### config.mk
export PLATFORM = sky130hd
export DESIGN_NAME = exc_sequencer
export DESIGN_NICKNAME = d
export VERILOG_FILES = /design/src/rtl/exc_sequencer.sv
export SDC_FILE = /design/constraint.sdc
export NUM_CORES = 1
export LEC_CHECK = 0
export ABC_AREA = 1
export BUFFER_PORTS_ARGS = -buffer_cell sky130_fd_sc_hd__buf_2
export CELL_PAD_IN_SITES_DETAIL_PLACEMENT = 1
export CELL_PAD_IN_SITES_GLOBAL_PLACEMENT = 1
export CORE_UTILIZATION = 29
export CTS_BUF_LIST = sky130_fd_sc_hd__clkbuf_4 sky130_fd_sc_hd__clkbuf_8
export DETAILED_ROUTE_END_ITERATION = 8
export GPL_ROUTABILITY_DRIVEN = 0
export PLACE_DENSITY = 0.81
export SLEW_MARGIN = 20
export SYNTH_ARGS = -nofsm -noshare
export SYNTH_HDL_FRONTEND = slang
export SYNTH_SLANG_ARGS = --single-unit
### constraint.sdc
create_clock -name clk -period 4.3 [get_ports clk]
set_input_delay 0.215 -clock clk [delete_from_list [all_inputs] [get_ports clk]]
set_output_delay 0.215 -clock clk [all_outputs]
set_load 0.02 [all_outputs]
### src/rtl/exc_sequencer.sv
// Exception/eret sequencer: picks the oldest pending event, pulses the coprocessor-0 commit
// strobes, flushes the pipeline and redirects fetch to the handler or to EPC.
module exc_sequencer #(
  parameter logic [31:0] HANDLER_PC   = 32'h0000_4180,
  parameter int unsigned FLUSH_CYCLES = 2
) (
  input  logic        clk,
  input  logic        reset,
  input  logic        exc_d,
  input  logic        exc_e,
  input  logic        exc_m,
  input  logic [4:0]  code_d,
  input  logic [4:0]  code_e,
  input  logic [4:0]  code_m,
  input  logic [31:0] pc_d,
  input  logic [31:0] pc_e,
  input  logic [31:0] pc_m,
  input  logic        bd_d,
  input  logic        bd_e,
  input  logic        bd_m,
  input  logic        valid_d,
  input  logic        valid_e,
  input  logic        valid_m,
  input  logic        int_req,
  input  logic        eret_m,
  input  logic [31:0] epc_in,
  input  logic        redirect_ack,
  output logic        cp0_exc,
  output logic [4:0]  cp0_code,
  output logic [31:0] cp0_pc,
  output logic        cp0_bd,
  output logic        cp0_exl_clr,
  output logic        flush,
  output logic        redirect_valid,
  output logic [31:0] redirect_pc,
  output logic        busy,
  output logic [15:0] exc_count
);

  typedef enum logic [2:0] {IDLE, COMMIT, DRAIN, ERET, REDIRECT} state_t;

  // DRAIN covers FLUSH_CYCLES-1 cycles, so the counter starts at FLUSH_CYCLES-2.
  localparam logic [3:0] DRAIN_LOAD = 4'((FLUSH_CYCLES > 1) ? FLUSH_CYCLES - 2 : 0);

  state_t      state;
  logic [3:0]  drain_cnt;

  logic        sel_exc;
  logic        sel_eret;
  logic [4:0]  sel_code;
  logic [31:0] sel_pc;
  logic        sel_bd;
  logic        int_take;

  // NOTE: every signal written here gets a default first, so no latch can be inferred.
  always_comb begin
    sel_exc  = 1'b0;
    sel_eret = 1'b0;
    sel_code = 5'd0;
    sel_pc   = 32'd0;
    sel_bd   = 1'b0;
    int_take = int_req && (valid_m || valid_e || valid_d);
    if (int_take) begin
      sel_exc = 1'b1;
      if (valid_m)      begin sel_pc = pc_m; sel_bd = bd_m; end
      else if (valid_e) begin sel_pc = pc_e; sel_bd = bd_e; end
      else              begin sel_pc = pc_d; sel_bd = bd_d; end
    end else if (exc_m) begin
      sel_exc = 1'b1; sel_code = code_m; sel_pc = pc_m; sel_bd = bd_m;
    end else if (exc_e) begin
      sel_exc = 1'b1; sel_code = code_e; sel_pc = pc_e; sel_bd = bd_e;
    end else if (exc_d) begin
      sel_exc = 1'b1; sel_code = code_d; sel_pc = pc_d; sel_bd = bd_d;
    end else if (eret_m) begin
      sel_eret = 1'b1;
    end
  end

  // NOTE: sequential state uses non-blocking assignments only, so every register sees
  // pre-edge values regardless of statement order.
  always_ff @(posedge clk) begin
    if (reset) begin
      state          <= IDLE;
      drain_cnt      <= 4'd0;
      cp0_exc        <= 1'b0;
      cp0_code       <= 5'd0;
      cp0_pc         <= 32'd0;
      cp0_bd         <= 1'b0;
      cp0_exl_clr    <= 1'b0;
      flush          <= 1'b0;
      redirect_valid <= 1'b0;
      redirect_pc    <= 32'd0;
      busy           <= 1'b0;
      exc_count      <= 16'd0;
    end else begin
      unique case (state)
        IDLE: begin
          if (sel_exc) begin
            state     <= COMMIT;
            cp0_exc   <= 1'b1;
            flush     <= 1'b1;
            busy      <= 1'b1;
            cp0_code  <= sel_code;
            cp0_pc    <= sel_bd ? sel_pc - 32'd4 : sel_pc;
            cp0_bd    <= sel_bd;
            exc_count <= exc_count + 16'd1;
          end else if (sel_eret) begin
            state       <= ERET;
            cp0_exl_clr <= 1'b1;
            flush       <= 1'b1;
            busy        <= 1'b1;
          end
        end
        COMMIT: begin
          cp0_exc <= 1'b0;
          if (FLUSH_CYCLES > 1) begin
            state     <= DRAIN;
            drain_cnt <= DRAIN_LOAD;
          end else begin
            state          <= REDIRECT;
            flush          <= 1'b0;
            redirect_valid <= 1'b1;
            redirect_pc    <= HANDLER_PC;
          end
        end
        DRAIN: begin
          if (drain_cnt == 4'd0) begin
            state          <= REDIRECT;
            flush          <= 1'b0;
            redirect_valid <= 1'b1;
            redirect_pc    <= HANDLER_PC;
          end else begin
            drain_cnt <= drain_cnt - 4'd1;
          end
        end
        ERET: begin
          state          <= REDIRECT;
          cp0_exl_clr    <= 1'b0;
          flush          <= 1'b0;
          redirect_valid <= 1'b1;
          redirect_pc    <= epc_in & 32'hFFFF_FFFC;
        end
        REDIRECT: begin
          if (redirect_ack) begin
            state          <= IDLE;
            redirect_valid <= 1'b0;
            busy           <= 1'b0;
          end
        end
        default: state <= IDLE;
      endcase
    end
  end

endmodule

==> out/results.ini <==
[status]
status=finished with violations
violations=design-rule violations

[cts]
cts_tree=yes
clk_pin_slew_ps=110
clk_path_buf_depth=2
clkSinkCount=96
clockRootBuffer=clkbuf_8
ctsHoldBuffers=0
cts_setup_buffers=0
clk_latency_ps=380
cts_max_level=3
tritoncts.num_buffers=9
ctsResizeCount=0

[power_and_ir_drop]
sw_frac_of_total_pct=46.3
pwr-share-comb_pct=46.3
power_density_nw_per_um2=414
p_clk_share_pct=17.3
p_int_mw=1.80
vdd_drop_max_uv=221
p_leak_nw=3.96
p_switching_mw=1.55
power_frac_seq_pct=36.4

[sta]
post-route-period-util_pct=60.7
setup_violations=0
fmaxAchievable_ghz=0.383
fin_crit_ps=2610
layout_setup_ws_ps=1690
skew_ps=15.0
fin_tns_setup_ps=0
finalHoldViolations=0
worst_pin_slew_ps=901
drv_slew=0
grt_setup_unrepaired=no
slew_headroom_pct=39.9

[synthesis]
yosysWarnings=0
synth.most_common_cell=nand2_1
yosys.area.top_type_share_pct=29.1
yosysSeqAreaShare_pct=29.1
synth_top_cell_by_area=dfxtp_1
synthTopCellsByCount=nand2_1, dfxtp_1, nand3_1
synth_flop_cell=dfxtp_1
synth_cell_type_count=46
netlist_area_um2=6600
synth-seq-cells=96
synth_area_leaders=dfxtp_1, nand2_1, nand3_1
synth_area_per_cell_um2=6.04
synthCells=1093
async_reset_ff_share_pct=0
synth-edff-count=0

[finish]
area_growth_pct=22.6
fin_area_um2=8090
fin_cells=1581
final_nets=1456
drive_above_1_share_pct=24.9
fillers=3026
finish.utilization_pct=36.6
seq_area_um2=1920
multi_input_area_um2=4040

[floorplanning]
io_pins=248
core_um2=22100
rows=54
dieArea_um2=23400
start_util_pct=29.9
die_h_um=153
fp.dieW_um=153

[global_routing]
grt_util_met3_pct=3.49
grt_util_met1_pct=27.9
grt.met2_usage_pct=36.3
top_usage_layer=met2
grt_pass1_wl_um=40800
grt_start_max_net_pins=55
grt-ovfl-total=0
grt_pass1_vias=7910
antenna_found_initial=2
grtUsageTotal_pct=21.5

[worst_setup_path]
arrival_ps=2860
crit_path_start_kind=input pin
crit_fanout=44
worstSetupEndpointType=register
path_class=input pin to register
cp.required_ps=4550

[route]
routed_wl_um=25300
drtIter0Drc=393
vias_per_cell=4.98
vias=7879
drt.antenna.violating_nets=0
avgRoutedWirePerCell_um=16.0
drt_first_pass_iters=9
post-route-drc-count=6

[placement]
portBuffers=243
dpl.hpwl_um=18900
place_area_um2=7900
dpl.cell_count=1564
place_ws_ps=1350

[job]
maxCapViolCount=0

[min_path]
hold_class=input pin to register

## cell usage in the layout, fill, tap and decap left out, types with 5 or more instances in the layout
cell type	synthesis	routed
nand2_1	402	402
nor2_2	21	21
xor2_1	7	7
o211ai_1	29	29
dfxtp_1	96	96
inv_2	9	9
a21oi_1	81	81
nor2_1	68	68
nand2_2	10	10
a221o_1	5	5
buf_2	15	243
nor3_1	20	20
inv_1	69	68
nand3_1	85	85
nand4_1	7	7
buf_4	8	10
o21ai_0	63	63
clkbuf_8	0	9
o21ai_1	10	10
## area by class of cell
type / instances / area share [%]
tap: 280 / 4.33
clock buffer: 10 / 1.62
sequential: 96 / 23.8
antenna: 1 / 0.0309
multi-input combinational: 855 / 49.9
timing repair buffer: 253 / 16.0
inverter: 80 / 3.71
clock inverter: 6 / 0.634
## kinds of logic (layout without fill, tap and decap cells)
group / after synthesis / in the layout / share of synthesized area (%)
AOI/OAI and AO/OA: 204 / 204 / 17.7
xor gates and xnor gates: 11 / 11 / 1.46
adders and majority gates: 4 / 4 / 0.759
buffers and inverters: 143 / 349 / 9.67
DFF: 96 / 96 / 29.1
muxes: 2 / 2 / 0.304
other: 1 / 3 / 0.0568
and+or+nand+nor: 632 / 632 / 40.9
## per-stage QoR
step	hold slack, ps	power, mW
after floorplan	354	2.22
after global placement	445	2.74
after detailed placement	452	2.78
after CTS	47.0	3.38
after global routing	60.7	3.59
final	68.4	3.35
## critical path: stages
cell,delay (ps)
buf_2,280
inv_2,600
nand3_1,150
nand2_1,90
nand2_1,50
nand2_1,400
nand2_2,150
nor2_4,190
nand2_2,90
nor2_2,130
nand2_1,130
xnor2_1,270
a21oi_1,100
## registers in the layout (all words and copies together), names as in the netlist, 3 cells and up
signal	flops
exc_count	16
cp0_pc	32
cp0_code	5
state	3
redirect_pc	30
drain_cnt	4
## power groups by stage
| stage | logic [mW] | registers (mW) | clock network (mW) |
|---|---|---|---|
| finish | 1.55 | 1.22 | 0.580 |
| global route | 1.72 | 1.25 | 0.630 |
| CTS | 1.56 | 1.22 | 0.598 |
| detailed placement | 1.55 | 1.24 | 0 |
| global placement | 1.51 | 1.23 | 0 |
| floorplan | 0.763 | 1.46 | 0 |
## per-layer routing
layer  vias up  wire [µm]
met4         2        558
met1      3725      11900
met2       161      11700
li1       3956          -
met3        35       1090
met5         -         11
## worst paths after layout
path | start | to | slack, ps | depth (start not counted)
hold reg to reg | exc_count[15]$_SDFFE_PP0P_ | exc_count[15]$_SDFFE_PP0P_ | 460 | 1
setup reg to reg | state[0]$_SDFFE_PP0P_ | redirect_pc[6]$_SDFFE_PP0P_ | 1750 | 6
setup / recovery | valid_m | cp0_pc[13]$_SDFFE_PP0P_ | 1690 | 13
hold / removal | epc_in[28] | redirect_pc[28]$_SDFFE_PP0P_ | 70 | 3
Power figures use the tool's default switching activity.
